$ cat config.mk
export PLATFORM = sky130hd
export DESIGN_NAME = mux2_rr_arbiter
export DESIGN_NICKNAME = d
export VERILOG_FILES = /design/src/rtl/mux2_arb_pkg.sv /design/src/rtl/mux2_rr_pick.sv /design/src/rtl/mux2_rr_arbiter.sv
export SDC_FILE = /design/constraint.sdc
export NUM_CORES = 1
export LEC_CHECK = 0
export CORE_AREA = 4 4 41 43
export DETAILED_ROUTE_END_ITERATION = 12
export DIE_AREA = 0 0 45 47
export MAX_ROUTING_LAYER = met4
export PLACE_DENSITY_LB_ADDON = 0.05
export REMOVE_ABC_BUFFERS = 1
export SLEW_MARGIN = 20
export SYNTH_ARGS = -nofsm -noshare
export SYNTH_HDL_FRONTEND = slang
export SYNTH_SLANG_ARGS = --single-unit
$ cat constraint.sdc
create_clock -name clk -period 1.8 [get_ports clk]
set_input_delay 0.36 -clock clk [delete_from_list [all_inputs] [get_ports clk]]
set_output_delay 0.36 -clock clk [all_outputs]
set_load 0.02 [all_outputs]
$ cat src/rtl/mux2_arb_pkg.sv
// Shared definitions for the 2:1 round-robin mux arbiter.
// Source indices double as the mux select and the round-robin "last" value.
package mux2_arb_pkg;

  localparam logic SRC0 = 1'b0;
  localparam logic SRC1 = 1'b1;

  // Output-register occupancy; out_valid is simply (state == FULL).
  typedef enum logic {
    EMPTY = 1'b0,
    FULL  = 1'b1
  } out_state_t;

endpackage

$ cat src/rtl/mux2_rr_pick.sv
// Combinational round-robin pick between two requesters.
// i_last is the index of the most recently granted source; on contention
// the other source wins.
module mux2_rr_pick
  import mux2_arb_pkg::*;
(
  input  logic i_valid0,
  input  logic i_valid1,
  input  logic i_last,
  output logic o_gnt0,
  output logic o_gnt1
);

  // A lone requester always wins; on contention the source not served last wins.
  always_comb begin
    o_gnt0 = i_valid0 & (~i_valid1 | (i_last == SRC1));
    o_gnt1 = i_valid1 & (~i_valid0 | (i_last == SRC0));
  end

endmodule

$ cat src/rtl/mux2_rr_arbiter.sv
// Upstream control stage for the 2:1 select mux.
// Arbitrates two valid/ready sources round-robin and holds the chosen word in
// a one-entry output register together with its registered mux select s.
// Optional feature: define MUX2_ARB_CNT_EN to add saturating grant counters
// cnt0/cnt1; without it those ports and counters are absent.
//
// Handshake: a word moves on a rising edge when valid and ready are both high
// on that edge. iN_ready = gntN & space, where space = !out_valid | out_ready,
// so the output register can drain and refill on the same edge with no bubble.
// Readys are combinational from valids, last and out state; during reset they
// still follow the grant logic, so sources must ignore handshakes while
// rst_n is low.
module mux2_rr_arbiter
  import mux2_arb_pkg::*;
#(
  parameter int WIDTH = 1,
  parameter int CNT_W = 16
) (
  input  logic             clk,
  input  logic             rst_n,
  input  logic             i0_valid,
  input  logic [WIDTH-1:0] i0_data,
  output logic             i0_ready,
  input  logic             i1_valid,
  input  logic [WIDTH-1:0] i1_data,
  output logic             i1_ready,
  output logic             out_valid,
  output logic [WIDTH-1:0] out_data,
  input  logic             out_ready,
  output logic             s
`ifdef MUX2_ARB_CNT_EN
  ,
  output logic [CNT_W-1:0] cnt0,
  output logic [CNT_W-1:0] cnt1
`endif
);

  out_state_t       r_state;
  logic [WIDTH-1:0] r_data;
  logic             r_s;
  logic             r_last;

  logic             w_gnt0;
  logic             w_gnt1;
  logic             w_space;
  logic             w_acc0;
  logic             w_acc1;
  logic [WIDTH-1:0] w_mux_data;

  mux2_rr_pick u_pick (
    .i_valid0 (i0_valid),
    .i_valid1 (i1_valid),
    .i_last   (r_last),
    .o_gnt0   (w_gnt0),
    .o_gnt1   (w_gnt1)
  );

  // Space, readys, accepts and the input-side 2:1 data mux steered by the grant.
  always_comb begin
    w_space    = (r_state == EMPTY) | out_ready;
    i0_ready   = w_gnt0 & w_space;
    i1_ready   = w_gnt1 & w_space;
    w_acc0     = i0_valid & i0_ready;
    w_acc1     = i1_valid & i1_ready;
    w_mux_data = w_gnt1 ? i1_data : i0_data;
  end

  // Output-register FSM: load on accept (replacing any word drained this edge),
  // otherwise empty on drain; data and select hold when not loading.
  always_ff @(posedge clk or negedge rst_n) begin
    if (!rst_n) begin
      r_state <= EMPTY;
      r_data  <= '0;
      r_s     <= SRC0;
      r_last  <= SRC1;
    end else if (w_acc0 | w_acc1) begin
      r_state <= FULL;
      r_data  <= w_mux_data;
      r_s     <= w_acc1 ? SRC1 : SRC0;
      r_last  <= w_acc1 ? SRC1 : SRC0;
    end else if (out_ready) begin
      r_state <= EMPTY;
    end
  end

  assign out_valid = (r_state == FULL);
  assign out_data  = r_data;
  assign s         = r_s;

`ifdef MUX2_ARB_CNT_EN
  logic [CNT_W-1:0] r_cnt0;
  logic [CNT_W-1:0] r_cnt1;

  // Per-source accept counters that stick at all-ones instead of wrapping.
  always_ff @(posedge clk or negedge rst_n) begin
    if (!rst_n) begin
      r_cnt0 <= '0;
      r_cnt1 <= '0;
    end else begin
      if (w_acc0 && (r_cnt0 != {CNT_W{1'b1}})) r_cnt0 <= r_cnt0 + 1'b1;
      if (w_acc1 && (r_cnt1 != {CNT_W{1'b1}})) r_cnt1 <= r_cnt1 + 1'b1;
    end
  end

  assign cnt0 = r_cnt0;
  assign cnt1 = r_cnt1;
`else
  // Counter width only matters when the counters are built.
  localparam int unused_cnt_w = CNT_W;
`endif

endmodule
==> summary.txt, run 1 <==
Timing
  – Least-Margin Pin Slew: 0.272 ns
  – Max Transition Viols Final: 0
  – Slew HR: 81.7%
  – Tcrit/Tclk final: 95.9%
  – Min Clock Period, post-route: 1.73 ns
  – Final critical-path setup slack: 0.0740 ns
  – Total setup violations reported at the end of the flow: 0
  – RSZ-0062 raised after global routing: false
  – Maximum frequency from static timing analysis: 579 MHz
  – Skew final: 0.00519 ns
  – Final hold violations: 0

Die
  – Die area: 2120 um^2
  – Initial cell density of the core: 14.5%
  – Die Y-Extent: 47 um
  – Area of the core: 1300 um^2
  – Number of ports placed on the die boundary: 12
  – Standard-cell row count: 13
  – Horizontal extent of the die: 45 um

Clocking
  – Clock latency of the later-clocked register in the worst-skew pair: 0.23 ns
  – Number of levels the H-tree was split into: 1
  – Number of buffers inserted for hold repair after clock tree synthesis: 0
  – Buffer levels on the longest clock path: 2
  – Clock sink count: 4
  – Clock-pin slew on the worst setup and hold paths: 0.04 ns
  – CTS root buf: sky130_fd_sc_hd__clkbuf_4
  – CTS tree: built
  – Total CTS buffers: 3

Global routing
  – Initial antenna violation count: 0
  – Largest net degree at the start of global routing: 5
  – Total GRT Usage: 4.91%
  – Via count of the first global-routing pass: 187
  – Global-route wire length before repair: 683 um
  – Sum of overflow across all layers after global routing: 0

Worst setup path
  – Largest delay contributor family on the critical path: buffers and inverters
  – Worst setup path endpoint: i1_ready
  – Worst r2r src: r_last
  – CP max FO: 4
  – CP startpoint: out_ready
  – Logic depth of the worst path, buffers included: 4
  – Class of the most critical setup path: primary input to output port
  – Largest stage delay on the critical path: 0.39 ns
  – Slowest-stage cell, CP: sky130_fd_sc_hd__clkdlybuf4s50_1
  – Worst setup SP type: primary input
  – Arrival time worst endpoint: 1.37 ns
  – Req. time, crit path: 1.44 ns
  – Endpoint kind of the worst setup timing path: output port
  – Count of buffering cells on the critical path with inverters included: 2
  – Destination of the worst register-to-register timing path: out_data
  – Worst-path cell chain: clkdlybuf4s50_1 -> nand2b_1 -> and2_2 -> clkdlybuf4s15_2
  – Cells on worst reg2reg path: 4
  – Minimum setup slack among reg-to-reg paths: 0.43 ns

Finish
  – Non-Filler Cell Area, Final: 383 um^2
  – Layout cell share with drive strength beyond 1: 43.2%
  – Count of antenna diodes in the layout: 0
  – Synth-to-layout area growth: 103%
  – Final net count: 45
  – Leading cell types in the layout, fill and taps excluded: 8 x sky130_fd_sc_hd__clkdlybuf4s50_1, 6 x sky130_fd_sc_hd__buf_4, 3 x sky130_fd_sc_hd__clkbuf_4, 3 x sky130_fd_sc_hd__dfrtp_1
  – Most common library cell in the layout ignoring fill and taps: sky130_fd_sc_hd__clkdlybuf4s50_1
  – Final design utilization: 29.4%

Outcome
  – Outcome: completed

Power
  – Pwr/cell area: 938 nW/um^2
  – Power, Total: 0.359 mW
  – Leakage power: 0.166 nW
  – IR drop worst, VDD: 0.315 mV

Place
  – Post-detailed-placement cell area: 355 um^2
  – Post-Place Worst Slack: -0.456 ns
  – Number of buffer cells added on primary ports: 11
  – Final RePlAce weighted congestion: 0.621
  – Final HPWL from detailed placement: 413 um

Routing
  – DR vias: 189
  – Vias per cell: 3.63
  – Wire length per cell: 9.06 um
  – Drt first pass iters: 1
  – Wirelength, routed: 471 um
  – Detail Route Antenna Nets: 0
  – DRC: 0
  – First-iteration detailed-routing DRC count: 0

Worst hold path
  – Class of the worst hold path: primary input to async pin

Yosys
  – Sequential area share after synthesis: 53.6%
  – Yosys warnings: 0
  – Synthesized area per cell: 11.1 um^2
  – #FFs+latches synth: 4
  – Yosys cell types: 13
  – Cell count after synthesis: 17
  – Mapped cell area: 189 um^2

Flow run
  – Max_cap viols: 0
[cells in the mapped netlist]
master | n | area [um^2]
sky130_fd_sc_hd__a21boi_0 | 1 | 7.51
sky130_fd_sc_hd__o21ai_0 | 1 | 5.00
sky130_fd_sc_hd__a21oi_1 | 2 | 10.0
sky130_fd_sc_hd__and3_1 | 1 | 6.26
sky130_fd_sc_hd__nor2_1 | 1 | 3.75
sky130_fd_sc_hd__mux2_2 | 2 | 22.5
sky130_fd_sc_hd__nand2_1 | 1 | 3.75
sky130_fd_sc_hd__nand2b_1 | 1 | 6.26
sky130_fd_sc_hd__or2b_2 | 1 | 8.76
sky130_fd_sc_hd__and2_2 | 1 | 7.51
sky130_fd_sc_hd__dfrtp_1 | 3 | 75.1
sky130_fd_sc_hd__dfstp_2 | 1 | 26.3
sky130_fd_sc_hd__a31oi_1 | 1 | 6.26
[sequential cells by signal (all words and copies together) (netlist names)]
register   cells
out_data       1
r_last         1
s              1
out_valid      1
[cell type report]
type / instances / area (um^2)
Sequential cell: 4 / 101
Tap cell: 15 / 18.8
Multi-Input combinational cell: 13 / 91.3
Fill cell: 150 / 918
Timing Repair Buffer: 16 / 145
Clock buffer: 4 / 26.3
[repair_timing]
action / in CTS / in global routing
buffers inserted: 0 / 0
gates resized for setup: 10 / 1
endpoints found under the setup margin: 2 / 1
pin swaps: 0 / 0
[worst min-delay path by stage]
stage / depth (start not counted) / to / start / slack, ns
floorplan: 0 / out_data / rst_n / 0.06
global placement: 1 / out_data / out_data / 0.49
detailed placement: 1 / out_data / out_data / 0.49
CTS: 1 / out_data / rst_n / 0.32
global route: 1 / out_data / rst_n / 0.33
finish: 1 / out_data / rst_n / 0.32
[routing by layer]
metal,wire length (um),vias to the layer above,GRT usage (%)
li1,-,99,-
met1,185,85,4.59
met2,254,5,7.91
met3,31,0,1.15
met4,0,0,5.26
met5,0,-,-
[through the flow]
stage	setup TNS [ns]	cells	hold WS [ns]
6_report	0	52	0.323
3_3_place_gp	-1.02	48	0.493
2_1_floorplan	0	17	0.0644
3_5_place_dp	-1.07	48	0.493
5_1_grt	0	52	0.334
4_1_cts	0	52	0.322
[power by group]
part | internal [mW] | switching, mW | leakage, nW
logic | 0.0672 | 0.0507 | 0.107
clock network | 0.0830 | 0.0344 | 0.0150
registers | 0.112 | 0.0114 | 0.0447
[cell families after synthesis]
family,share of synthesized area [%]
flip-flops,53.6
multiplexers,11.9
AND/OR/NAND/NOR,19.2
AO/OA/AOI/OAI,15.2
(Power assumes the default switching activity.)
==> run 2, diff against run 1 <==
--- a/config.mk
+++ b/config.mk
@@ -5,6 +5,7 @@
 export SDC_FILE = /design/constraint.sdc
 export NUM_CORES = 1
 export LEC_CHECK = 0
+export CAP_MARGIN = 30
 export CORE_AREA = 4 4 41 43
 export DETAILED_ROUTE_END_ITERATION = 12
 export DIE_AREA = 0 0 45 47
==> results of run 2 <==
The final DEF is identical to that of run 1; final timing and power are the same.
==> run 3, diff against run 2 <==
--- a/config.mk
+++ b/config.mk
@@ -5,6 +5,7 @@
 export SDC_FILE = /design/constraint.sdc
 export NUM_CORES = 1
 export LEC_CHECK = 0
+export ABC_AREA = 1
 export CAP_MARGIN = 30
 export CORE_AREA = 4 4 41 43
 export DETAILED_ROUTE_END_ITERATION = 12
==> summary.txt, run 3 <==
Die
  – Standard-cell row count: 13
  – Initial cell density of the core: 15.4%
  – Number of ports placed on the die boundary: 12
  – Horizontal extent of the die: 45 um
  – Die Y-Extent: 47 um
  – Die area: 2120 um^2
  – Area of the core: 1300 um^2

Worst setup path
  – Worst-path cell chain: clkdlybuf4s50_1 -> inv_1 -> nand2_1 -> inv_1 -> nor2_1 -> buf_2
  – CP startpoint: out_ready
  – CP max FO: 4
  – Arrival time worst endpoint: 1.34 ns
  – Endpoint kind of the worst setup timing path: output port
  – Req. time, crit path: 1.44 ns
  – Most repeated library cell on the critical path: sky130_fd_sc_hd__inv_1
  – Worst setup SP type: primary input
  – Worst r2r src: r_last
  – Class of the most critical setup path: primary input to output port
  – Largest stage delay on the critical path: 0.46 ns
  – Slowest-stage cell, CP: sky130_fd_sc_hd__clkdlybuf4s50_1

Global routing
  – Sum of overflow across all layers after global routing: 0
  – Initial antenna violation count: 0
  – Grt met1 use: 6.90%
  – Global-route wire length before repair: 931 um
  – Grt met2 use: 9.04%
  – Total GRT Usage: 7.04%
  – GR Layer Usage met3: 4.60%
  – Busiest grt layer: met2
  – Largest net degree at the start of global routing: 5
  – Via count of the first global-routing pass: 236

Finish
  – Final design utilization: 28.8%
  – Layout cell share with drive strength beyond 1: 23.9%
  – Most common library cell in the layout ignoring fill and taps: sky130_fd_sc_hd__nand2_1
  – Filler cells: 154
  – Synth-to-layout area growth: 87.5%
  – Leading cell types in the layout, fill and taps excluded: 12 x sky130_fd_sc_hd__nand2_1, 9 x sky130_fd_sc_hd__clkdlybuf4s50_1, 4 x sky130_fd_sc_hd__inv_1, 4 x sky130_fd_sc_hd__nand3_1, 4 x sky130_fd_sc_hd__buf_4
  – Final net count: 54
  – Count of antenna diodes in the layout: 0

Yosys
  – Top-count cell post-synth: sky130_fd_sc_hd__nand2_1
  – Simple-gate area share of the yosys netlist: 39.4%
  – #FFs+latches synth: 4
  – Main combinational cell family by area after synthesis: simple AND/OR/NAND/NOR gates
  – Multiplexer share of the synthesized area: 0%
  – Synthesized area per cell: 7.41 um^2
  – Dominant register cell in the synthesized netlist: sky130_fd_sc_hd__dfrtp_1
  – Adder and majority gate portion of the synthesized area: 0%
  – Cell type with the highest aggregate area in the netlist: sky130_fd_sc_hd__dfrtp_1
  – Synth area leaders: sky130_fd_sc_hd__dfrtp_1 38%, sky130_fd_sc_hd__nand2_1 22%, sky130_fd_sc_hd__dfstp_2 13%
  – Post-synthesis share of cell area spent on xor and xnor gates: 0%
  – Top cells by instance count after synthesis: 12 x sky130_fd_sc_hd__nand2_1, 4 x sky130_fd_sc_hd__inv_1, 4 x sky130_fd_sc_hd__nand3_1
  – Yosys cell types: 8
  – Area fraction in compound gates after synthesis: 2.50%
  – Cell count after synthesis: 27
  – Yosys warnings: 0
  – Mapped cell area: 200 um^2
  – Sequential area share after synthesis: 50.6%
  – Proportion of synthesized flip-flops having asynchronous set or reset: 100%
  – EDFF count, synth: 0
  – Top-area cell type share of the netlist area: 37.5%

Clocking
  – Clock sink count: 4
  – Number of levels the H-tree was split into: 1
  – CTS tree: built
  – Clock-pin slew on the worst setup and hold paths: 0.04 ns
  – Buffer levels on the longest clock path: 2
  – Number of buffers inserted for hold repair after clock tree synthesis: 0
  – Clock latency of the later-clocked register in the worst-skew pair: 0.24 ns
  – CTS root buf: sky130_fd_sc_hd__clkbuf_4
  – Total CTS buffers: 3

Flow run
  – Max_cap viols: 0

Routing
  – Wirelength, routed: 546 um
  – First-iteration detailed-routing DRC count: 6
  – DRC: 0
  – Vias per cell: 3.85
  – Detail Route Antenna Nets: 0
  – Wire length per cell: 8.95 um
  – Drt first pass iters: 4
  – DR vias: 235

Power
  – Pwr/cell area: 1030 nW/um^2
  – Leakage power: 0.202 nW
  – IR drop worst, VDD: 0.572 mV

Place
  – Final RePlAce weighted congestion: 0.703
  – Post-Place Worst Slack: -0.348 ns
  – Number of buffer cells added on primary ports: 11
  – Final HPWL from detailed placement: 451 um

Timing
  – Least-Margin Pin Slew: 0.214 ns
  – Tcrit/Tclk final: 94.6%
  – Min Clock Period, post-route: 1.70 ns
  – Final critical-path setup slack: 0.0966 ns
  – Total setup violations reported at the end of the flow: 0
  – Final hold violations: 0
  – Slew HR: 85.7%
  – Skew final: 0.00343 ns
  – RSZ-0062 raised after global routing: false
  – Maximum frequency from static timing analysis: 587 MHz
  – Max Transition Viols Final: 0

Worst hold path
  – Class of the worst hold path: primary input to async pin

Outcome
  – Outcome: completed
[run 3: changes by cell type in the layout (fill, tap and decap cells not counted), sizes merged, moves of 2 or more]
| cell | change |
|---|---|
| nand2 | +11 |
| nand3 | +5 |
| inv | +4 |
| a21oi | -2 |
| mux2 | -2 |
[run 3: worst max-delay path, delay by kind of cell]
kind,cells,cell delay (ns)
buffers and inverters,4,0.73
and+or+nand+nor,2,0.25
[run 3: metal layers]
layer	part of all wire (%)	wire, um	vias to the layer above
met5	0	0	-
met4	2.2	12	0
met3	8.2	45	2
met2	49	268	11
met1	40	219	98
li1	-	-	124
[run 3: what timing repair did]
item                       in CTS  in global routing
setup buffers                   0                  0
setup endpoints to repair       2                  1
resized for setup               6                  1
[run 3: final timing paths]
check | to | slack [ns] | depth (start not counted)
max | i0_ready | 0.1 | 6
max reg2reg | out_data | 0.73 | 7
min reg2reg | s | 0.48 | 2
min | s | 0.33 | 1
min in group clk | s | 0.48 | 2
max in group asynchronous | r_last | 1.23 | 1
[run 3: stage by stage]
step                TNS, ns  power [mW]  instance area, um^2  std cells  hold slack [ns]
finish                    0       0.387                  375         61            0.328
global route              0       0.428                  375         61            0.320
CTS                       0       0.401                  380         61            0.323
detailed placement   -0.620       0.273                  359         57            0.480
global placement     -0.611       0.274                  359         57            0.461
floorplan                 0       0.194                  200         27           0.0644
[run 3: where the power goes]
group	switching, mW	leakage [nW]	internal [mW]
registers	0.0110	0.0446	0.116
logic	0.0711	0.143	0.0684
clock network	0.0380	0.0150	0.0833
total	0.120	0.202	0.267
[run 3: cell families (layout without fill, tap and decap cells)]
family | count (synthesis) | in the layout
AND/OR/NAND/NOR | 18 | 18
buffers and inverters | 4 | 23
flip-flops | 4 | 4
AO/OA/AOI/OAI | 1 | 1
[run 3: layout make-up]
cell class	instances	area [um^2]	share of cell area [%]
repair buffers	15	130	34.7
inverters	4	15.0	4.00
multi-input cells	19	83.8	22.3
well taps	15	18.8	5.00
flip-flops and latches	4	101	27.0
clock buffers	4	26.3	7.00
